### src/rtl/display_page_scheduler_if.sv
// Load handshake, mode controls and page outputs of the 128-bit display page scheduler.
interface display_page_scheduler_if;
  logic           ld_valid;
  logic           ld_ready;
  logic [127:0]   data_in;
  logic           auto_mode;
  logic           freeze;
  logic           btn_next;
  logic [0:15]    x;
  logic [3:0]     page_idx;
  logic           loaded;

  modport master (
    output ld_valid, data_in, auto_mode, freeze, btn_next,
    input  ld_ready, x, page_idx, loaded
  );

  modport slave (
    input  ld_valid, data_in, auto_mode, freeze, btn_next,
    output ld_ready, x, page_idx, loaded
  );
endinterface

### src/rtl/display_page_scheduler.sv
// Pages a 128-bit value onto the 16-bit display word, advancing on a dwell timer or debounced button.
// Define DISP_CHECKSUM_EN to add a ninth page showing the XOR of the eight data words.
module display_page_scheduler #(
  parameter int unsigned DWELL_CYCLES    = 50_000_000,
  parameter int unsigned DWELL_W         = 26,
  parameter int unsigned DEBOUNCE_CYCLES = 1_000_000,
  parameter int unsigned DEBOUNCE_W      = 20
) (
  input  logic                      clk,
  input  logic                      clr,
  display_page_scheduler_if.slave   bus
);

  // state  | meaning: IDLE = nothing loaded | SHOW = paging | FROZEN = page and loads held
  typedef enum logic [1:0] {IDLE, SHOW, FROZEN} state_t;

`ifdef DISP_CHECKSUM_EN
  localparam logic [3:0] LAST_PAGE = 4'd8;
`else
  localparam logic [3:0] LAST_PAGE = 4'd7;
`endif
  localparam logic [DWELL_W-1:0]    DWELL_TC = DWELL_W'(DWELL_CYCLES - 1);
  localparam logic [DEBOUNCE_W-1:0] DB_TC    = DEBOUNCE_W'(DEBOUNCE_CYCLES - 1);

  state_t                  state_q, state_d;
  logic [127:0]            data_q;
  logic [3:0]              page_q, page_d;
  logic [DWELL_W-1:0]      dwell_q, dwell_d;
  logic                    auto_q;
  logic                    loaded_q;
  logic [15:0]             x_q, word;
  logic                    sync1_q, sync2_q;
  logic [DEBOUNCE_W-1:0]   db_cnt_q;
  logic                    db_last_q, db_acc_q;
  logic                    ld_ready;
  logic                    load, step, advance, dwell_run, db_stable, db_tc;

  always_ff @(posedge clk or posedge clr) begin
    if (clr) state_q <= IDLE;
    else     state_q <= state_d;
  end

  always_comb begin
    state_d = state_q;
    case (state_q)
      IDLE:    if (load)        state_d = SHOW;
      SHOW:    if (bus.freeze)  state_d = FROZEN;
      FROZEN:  if (!bus.freeze) state_d = SHOW;
      default:                  state_d = IDLE;
    endcase
  end

  always_comb begin
    ld_ready = (state_q != FROZEN);
  end

  assign load = bus.ld_valid && ld_ready;

  // Step fires on the first cycle a stable high level is accepted; holding the button gives no more.
  assign db_stable = (sync2_q == db_last_q);
  assign db_tc     = (db_cnt_q == DB_TC);
  assign step      = db_stable && db_tc && db_last_q && !db_acc_q;

  always_ff @(posedge clk or posedge clr) begin
    if (clr) begin
      sync1_q   <= 1'b0;
      sync2_q   <= 1'b0;
      db_cnt_q  <= '0;
      db_last_q <= 1'b0;
      db_acc_q  <= 1'b0;
    end else begin
      sync1_q <= bus.btn_next;
      sync2_q <= sync1_q;
      if (!db_stable) begin
        db_last_q <= sync2_q;
        db_cnt_q  <= '0;
      end else if (!db_tc) begin
        db_cnt_q  <= db_cnt_q + DEBOUNCE_W'(1);
      end else begin
        db_acc_q  <= db_last_q;
      end
    end
  end

  // Dwell only runs while showing in a settled auto mode; every other case parks it at zero.
  assign dwell_run = (state_q == SHOW) && !bus.freeze && bus.auto_mode && auto_q;
  assign advance   = (state_q == SHOW) && !bus.freeze && !load &&
                     (bus.auto_mode ? (dwell_run && dwell_q == DWELL_TC) : step);

  always_comb begin
    dwell_d = '0;
    if (!load && dwell_run && dwell_q != DWELL_TC)
      dwell_d = dwell_q + DWELL_W'(1);
  end

  always_comb begin
    page_d = page_q;
    if (load)
      page_d = 4'd0;
    else if (advance)
      page_d = (page_q == LAST_PAGE) ? 4'd0 : page_q + 4'd1;
  end

  always_comb begin
    word = data_q[{~page_q[2:0], 4'b0000} +: 16];
`ifdef DISP_CHECKSUM_EN
    if (page_q[3]) begin
      word = 16'h0000;
      for (int i = 0; i < 8; i++)
        word = word ^ data_q[16*i +: 16];
    end
`endif
  end

  always_ff @(posedge clk or posedge clr) begin
    if (clr) begin
      data_q   <= '0;
      page_q   <= 4'd0;
      dwell_q  <= '0;
      auto_q   <= 1'b0;
      loaded_q <= 1'b0;
      x_q      <= 16'h0000;
    end else begin
      if (load) begin
        data_q   <= bus.data_in;
        loaded_q <= 1'b1;
      end
      page_q  <= page_d;
      dwell_q <= dwell_d;
      auto_q  <= bus.auto_mode;
      x_q     <= word;
    end
  end

  assign bus.ld_ready = ld_ready;
  assign bus.x        = x_q;
  assign bus.page_idx = page_q;
  assign bus.loaded   = loaded_q;

endmodule

### src/flat_wrapper.sv
// flat-port wrapper written by rule: the top's interface ports become plain ports
module display_page_scheduler_flat 
#(
  parameter int unsigned DWELL_CYCLES    = 50_000_000,
  parameter int unsigned DWELL_W         = 26,
  parameter int unsigned DEBOUNCE_CYCLES = 1_000_000,
  parameter int unsigned DEBOUNCE_W      = 20
)
  (clk, clr, bus_ld_valid, bus_data_in, bus_auto_mode, bus_freeze, bus_btn_next, bus_ld_ready, bus_x, bus_page_idx, bus_loaded);
  display_page_scheduler_if bus_i ();
  input  logic clk;
  input  logic clr;
  input wire logic [$bits(bus_i.ld_valid)-1:0] bus_ld_valid;
  input wire logic [$bits(bus_i.data_in)-1:0] bus_data_in;
  input wire logic [$bits(bus_i.auto_mode)-1:0] bus_auto_mode;
  input wire logic [$bits(bus_i.freeze)-1:0] bus_freeze;
  input wire logic [$bits(bus_i.btn_next)-1:0] bus_btn_next;
  output wire logic [$bits(bus_i.ld_ready)-1:0] bus_ld_ready;
  output wire logic [$bits(bus_i.x)-1:0] bus_x;
  output wire logic [$bits(bus_i.page_idx)-1:0] bus_page_idx;
  output wire logic [$bits(bus_i.loaded)-1:0] bus_loaded;
  assign bus_i.ld_valid = bus_ld_valid;
  assign bus_i.data_in = bus_data_in;
  assign bus_i.auto_mode = bus_auto_mode;
  assign bus_i.freeze = bus_freeze;
  assign bus_i.btn_next = bus_btn_next;
  assign bus_ld_ready = bus_i.ld_ready;
  assign bus_x = bus_i.x;
  assign bus_page_idx = bus_i.page_idx;
  assign bus_loaded = bus_i.loaded;
  display_page_scheduler #(.DWELL_CYCLES(DWELL_CYCLES), .DWELL_W(DWELL_W), .DEBOUNCE_CYCLES(DEBOUNCE_CYCLES), .DEBOUNCE_W(DEBOUNCE_W)) u_core (.clk(clk), .clr(clr), .bus(bus_i));
endmodule
### config.mk
export PLATFORM = sky130hd
export DESIGN_NAME = display_page_scheduler_flat
export DESIGN_NICKNAME = d
export VERILOG_FILES = /design/src/rtl/display_page_scheduler_if.sv /design/src/rtl/display_page_scheduler.sv /design/src/flat_wrapper.sv
export SDC_FILE = /design/constraint.sdc
export NUM_CORES = 1
export LEC_CHECK = 0
export BUFFER_PORTS_ARGS = -buffer_cell sky130_fd_sc_hd__buf_2
export CAP_MARGIN = 20
export CORE_ASPECT_RATIO = 1.25
export CORE_MARGIN = 5
export CORE_UTILIZATION = 56
export DETAILED_ROUTE_END_ITERATION = 12
export PLACE_DENSITY = 0.82
export SYNTH_ARGS = -nofsm -noshare
export SYNTH_HDL_FRONTEND = slang
export SYNTH_SLANG_ARGS = --single-unit
### constraint.sdc
create_clock -name clk -period 6.9 [get_ports clk]
set_input_delay 0.345 -clock clk [delete_from_list [all_inputs] [get_ports clk]]
set_output_delay 0.345 -clock clk [all_outputs]
set_load 0.02 [all_outputs]
==> results.md, run 1 <==
- Startpoint class of the critical path: register
- Fillers: 1247
- Layout Utilization: 67.31%
- Top FF cell, synth: dfrtp_1
- CP peak stage delay: 0.73 ns
- Crit-path slowest cell: or3_1
- Io pins: 156
- Outcome: finished clean
- Post-synth EDFFs: 0
- CTS tree: built
- Netlist cell types: 45
- Nets@finish: 1185
- CP bufs+invs: 0
- Gr ovfl total: 0
- Endpoints failing setup: 0
- DR WL/cell: 16.57 µm
- Synthesized instance count: 908
- Initial antenna violation count: 3
- Std cell rows: 51
- Core box area: 15700 µm²
- Delay-heaviest family, CP: simple AND/OR/NAND/NOR gates
- Setup crit end kind: register
- Synth warn: 0
- Final WL: 21110 µm
- Post-cts sizing count: 0
- Final HPWL DP: 14260 µm
- H-tree Lvls: 1
- Crit share post-route: 33.74%
- Total chip power: 0.003248 W
- Root buf cell: clkbuf_16
- Layout cells sized above 1: 23.85%
- Synth Cell Area: 8980 µm²
- Seq/Total Area, Yosys: 56.29%
- RSZ-0062 raised after global routing: false
- Final min period: 2.328 ns
- Fmax: 429.5 MHz
- Post-route insts no fill: 1274
- Area delta synth->final: 17.67%
- Via count: 6760
- CTS clock-pin slew for the worst setup and hold paths: 0.06 ns
- Arrival time of the worst setup path: 2.66 ns
- Final hold violations: 0
- Starting Density: 57.21%
- Setup TNS: 0 ns
- First-pass GRT wire length: 34120 µm
- Pwr dens: 307.4 nW/µm²
- Slew @ Worst Pin: 1.014 ns
- Layout Skew: 0.01513 ns
- # clock sinks: 202
- Syn avg cell area: 9.890 µm²
- Leakage power: 5.316 nW
- Largest net degree at the start of global routing: 135
- Clock Latency Late Sink: 0.50 ns
- Initial DRC count: 507
- Die H: 151.6 µm
- Yosys reg bits: 202
- Vias per cell: 5.306
- Remaining DRCs: 0
- Clock tree buffer depth: 3
- Mapped Nets: 1045
- Die ar.: 18680 µm²
- Placed Cells: 1235
- Number of global-route vias before repair: 6984
- Slew HR: 32.40%
- Worst EP required: 7.23 ns
- Placer Congestion: 0.8825
- Maximum Capacitance Violations: 0
- Crit-path max FO: 25
- Max Slew Vio Count: 0
- Crit path cell chain: nand2_1 -> or4_4 -> nor4_4 -> or3_1 -> nor2_1
- Remaining antenna violation count: 0
- CP Class: register to register
- Gr usage total: 23.25%
- Inserted Clock Buffers: 21
- Max VDD drop: 0.2243 mV
- DRT Pass-1 Iters: 5
- Worst Hold Class: input pin to register
- FFs w/ async S/R, synth: 100.0%
- Die W: 123.3 µm
- Port bufs: 155
==> cells in the final DEF (no fill, tap or decap), types with 4 or more instances in the layout <==
cell | netlist | final
a21oi_1 | 5 | 5
and3_1 | 9 | 9
and4_1 | 4 | 4
buf_2 | 8 | 155
buf_4 | 0 | 5
clkbuf_16 | 0 | 21
clkbuf_8 | 0 | 8
dfrtp_1 | 202 | 200
inv_1 | 9 | 8
mux2_2 | 16 | 16
mux4_2 | 32 | 32
nand2_1 | 409 | 408
nand2b_1 | 4 | 4
nand3_1 | 16 | 16
nand4_1 | 14 | 14
nor2_1 | 52 | 52
nor3_1 | 6 | 6
nor4_1 | 5 | 5
o21ai_0 | 5 | 5
xnor2_1 | 13 | 13
xor2_1 | 28 | 28
==> state kept, by name (all words and copies together) (netlist names) <==
name,count
u_core.bus.x,16
u_core.db_last_q,1
u_core.sync2_q,1
u_core.auto_q,1
u_core.data_q,128
u_core.sync1_q,1
u_core.state_q,2
u_core.dwell_q,26
u_core.bus.page_idx,4
u_core.db_cnt_q,20
u_core.db_acc_q,1
u_core.bus.loaded,1
==> cell type report <==
class                           instances  area (µm²)  area share (%)
Multi-Input combinational cell        652        3692           34.94
Clock inverter                          5       31.28          0.2960
Antenna cell                            1       2.502         0.02368
Clock buffer                           31       643.1           6.086
Timing Repair Buffer                  162       833.3           7.886
Inverter                                9       41.29          0.3908
Tap cell                              212       265.3           2.510
Sequential cell                       202        5057           47.86
==> worst min-delay path, cell delays in order <==
cell	delay [ns]
buf_2	0.07
nand2_1	0.04
nand2_1	0.04
==> power breakdown <==
group	internal (W)	switching (W)	total, W
clock network	0.000643	0.000453	0.00110
logic	0.000238	0.000355	0.000593
registers	0.00142	0.000133	0.00156
==> layer usage <==
layer	routed length (µm)	track usage [%]
met2	10710	39.51
met3	1540	5.459
met4	622	7.756
met1	8215	29.44
met5	21	0
==> worst paths after layout <==
kind,startpoint,end,slack [ns],cells after the start
min,bus_data_in[123],u_core.data_q[123],0.03,3
min reg2reg,u_core.sync1_q,u_core.sync2_q,0.35,0
max in group asynchronous,clr,u_core.dwell_q[0],5.38,3
max reg2reg,u_core.dwell_q[22],u_core.dwell_q[9],4.57,5
max,u_core.dwell_q[22],u_core.dwell_q[9],4.57,5
min in group asynchronous,clr,u_core.db_cnt_q[16],0.05,2
==> kinds of logic after synthesis <==
group	count (synthesis)	share of synthesized area (%)
xor+xnor	41	3.999
buf+inv	54	2.703
mux	51	10.37
compound gates	20	1.421
flops	202	56.29
fa+ha+maj	3	0.4180
simple gates	537	24.80
==> what timing repair did <==
action,in CTS,in global routing
hold endpoints to repair,2,0
hold buffers,2,0
buffers inserted,0,0
==> through the flow <==
stage               hold slack (ns)  worst slack, ns  cell area [µm²]
floorplan                    0.3312            1.044             8980
global placement             0.3413            4.688             9869
detailed placement           0.3426            4.625             9869
CTS                         0.02450            4.590            10560
global route                0.02558            4.427            10570
finish                      0.03377            4.572            10570
==> cell usage after synthesis, types with 6 or more instances <==
cell type / count / area [µm²]
nand2_1: 409 / 1535
dfrtp_1: 202 / 5055
nor2_1: 52 / 195.2
mux4_2: 32 / 720.7
clkbuf_1: 28 / 105.1
xor2_1: 28 / 245.2
mux2_2: 16 / 180.2
nand3_1: 16 / 80.08
nand4_1: 14 / 87.58
xnor2_1: 13 / 113.9
and3_1: 9 / 56.30
inv_1: 9 / 33.78
buf_2: 8 / 40.04
buf_1: 6 / 22.52
nor3_1: 6 / 30.03
Note: power is estimated with default switching activity, not from simulation.
==> run 2, diff against run 1 <==
--- a/config.mk
+++ b/config.mk
@@ -9,9 +9,9 @@
 export CAP_MARGIN = 20
 export CORE_ASPECT_RATIO = 1.25
 export CORE_MARGIN = 5
-export CORE_UTILIZATION = 56
+export CORE_UTILIZATION = 51
 export DETAILED_ROUTE_END_ITERATION = 12
-export PLACE_DENSITY = 0.82
+export PLACE_DENSITY = 0.79
 export SYNTH_ARGS = -nofsm -noshare
 export SYNTH_HDL_FRONTEND = slang
 export SYNTH_SLANG_ARGS = --single-unit
==> constraint.sdc (replaced) <==
create_clock -name clk -period 2.11 [get_ports clk]
set_input_delay 0.1055 -clock clk [delete_from_list [all_inputs] [get_ports clk]]
set_output_delay 0.1055 -clock clk [all_outputs]
set_load 0.02 [all_outputs]
==> run 2 against run 1 <==
Compared with the run above: final cell count is 13% higher; total power grew to 3.4 times the previous value; fmax increased by 18%; clock skew is 0.0067 ns lower; via count grew 13%; combinational power rose to 3.9 times the previous value; sequential power rose to 3.3 times the previous value.
==> results.md, run 2 (same netlist as run 1, synthesis figures left out) <==
- Crit share post-route: 93.41%
- Arrival time of the worst setup path: 2.33 ns
- Reg with most FFs: u_core.data_q
- Top Usage Layer GRT: met2
- Worst Hold Class: input pin to async pin
- Gr ovfl total: 0
- Number of flip-flops in the largest register: 128
- Final min period: 1.971 ns
- Pint: 0.007862 W
- Max Slew Vio Count: 0
- Worst Setup Slack, final: 0.1390 ns
- CTS tree: built
- Die ar.: 20380 µm²
- Layout cells sized above 1: 22.27%
- Gr usage total: 25.71%
- # clock sinks: 202
- CP Class: register to register
- Worst EP required: 2.47 ns
- Die H: 158.4 µm
- Final hold violations: 0
- Met1 Use GR: 30.49%
- Most frequent cells in the layout: nand2_1, dfrtp_1, buf_2, dlygate4sd3_1, nor2_1
- Fraction of power spent switching nets: 29.15%
- P_sw: 0.003235 W
- Max VDD drop: 0.6898 mV
- Layout Skew: 0.008434 ns
- Port bufs: 155
- Maximum Capacitance Violations: 0
- Remaining DRCs: 0
- Starting Density: 51.71%
- Grt met3 use: 4.362%
- Clock network power share: 33.1%
- Pwr dens: 911.9 nW/µm²
- Slew HR: 67.00%
- DR WL/cell: 18.11 µm
- Startpoint class of the critical path: register
- Endpoints failing setup: 0
- Std cell rows: 54
- Pre-CTS WS: 0.1591 ns
- Core box area: 17360 µm²
- Biggest regs: u_core.data_q (128), u_core.dwell_q (26), u_core.db_cnt_q (20)
- Crit-path max FO: 25
- Sequential Power Share: 46.3%
- Outcome: finished clean
- Commonest non-fill, non-tap cell in the layout: nand2_1
- H-tree Lvls: 1
- Final WL: 25970 µm
- Area of the multi-input gates: 3697 µm²
- Nets@finish: 1333
- Inserted Clock Buffers: 21
- CTS clock-pin slew for the worst setup and hold paths: 0.06 ns
- Via count: 7648
- Met2 usage: 45.01%
- Initial antenna violation count: 2
- Number of global-route vias before repair: 8138
- First-pass GRT wire length: 41140 µm
- Clock tree buffer depth: 3
- Clock Latency Late Sink: 0.49 ns
- Initial DRC count: 477
- Setup crit end kind: register
- RSZ-0062 raised after global routing: false
- Largest net degree at the start of global routing: 70
- Setup TNS: 0 ns
- Fillers: 1195
- Leakage power: 5.989 nW
- Post-CTS setup buffers: 0
- Placer Congestion: 0.8522
- Combinational group share of total power: 20.6%
- Area delta synth->final: 35.50%
- Final HPWL DP: 15360 µm
- Vias per cell: 5.333
- Slew @ Worst Pin: 0.4931 ns
- Fmax: 507.3 MHz
- Register Area: 5057 µm²
- Remaining antenna violation count: 0
- Die W: 128.7 µm
- Root buf cell: clkbuf_16
- DRT Pass-1 Iters: 5
- Io pins: 156
-- run 2: per-layer routing --
metal / vias to the layer above / share of wire (%) / routed length (µm)
li1: 3527 / - / -
met1: 3688 / 37 / 9590
met2: 334 / 52 / 13500
met3: 99 / 5.9 / 1531
met4: 0 / 5.2 / 1348
met5: - / 0 / 0
-- run 2: final timing paths --
| path | cells after the start | startpoint | slack [ns] | end |
|---|---|---|---|---|
| setup / recovery | 6 | u_core.dwell_q[22] | 0.14 | u_core.dwell_q[13] |
| hold / removal | 3 | clr | 0.12 | u_core.data_q[18] |
| setup reg to reg | 6 | u_core.dwell_q[22] | 0.14 | u_core.dwell_q[13] |
| hold reg to reg | 0 | u_core.sync1_q | 0.37 | u_core.sync2_q |
| max in group asynchronous | 4 | clr | 1.34 | u_core.data_q[91] |
| min in group clk | 2 | bus_btn_next | 0.27 | u_core.sync1_q |
-- run 2: what timing repair did --
action                                  in CTS  in global routing
endpoints found under the setup margin       0                  4
hold buffers                               133                  0
hold endpoints to repair                   335                  0
resized for setup                            0                  1
-- run 2: area by class of cell --
cell class,count,area share (%)
flip-flops and latches,202,41.56
multi-input cells,652,30.39
repair buffers,310,19.80
clock buffers,31,5.203
well taps,224,2.303
clock inverters,4,0.3907
inverters,9,0.3085
diodes,2,0.04113
-- run 2: power groups by stage --
stage | Sequential [W] | Clock (W) | Combinational [W]
floorplan | 0.00511 | 0 | 0.00128
global placement | 0.00510 | 0 | 0.00198
detailed placement | 0.00514 | 0 | 0.00204
CTS | 0.00509 | 0.00371 | 0.00225
global route | 0.00520 | 0.00386 | 0.00253
finish | 0.00514 | 0.00367 | 0.00229
-- run 2: stage by stage --
| step | cells | power [W] | cell area, µm² | util (%) | hold WS [ns] |
|---|---|---|---|---|---|
| 6_report | 1434 | 0.01110 | 12170 | 70.07 | 0.1214 |
| 5_1_grt | 1434 | 0.01159 | 12170 | 70.07 | 0.1496 |
| 4_1_cts | 1432 | 0.01105 | 12160 | 70.02 | 0.1110 |
| 3_5_place_dp | 1264 | 0.007188 | 10150 | 58.43 | 0.07543 |
| 3_3_place_gp | 1264 | 0.007073 | 10150 | 58.43 | 0.07669 |
| 2_1_floorplan | 908 | 0.006388 | 8984 | - | 0.1369 |
-- run 2: critical path, cell delays in order, from the launching register on --
cell     delay (ns)
dfrtp_1        0.40
nand2_1        0.09
or4_4          0.49
nor4_4         0.35
or3_1          0.16
buf_4          0.27
nor2_1         0.10
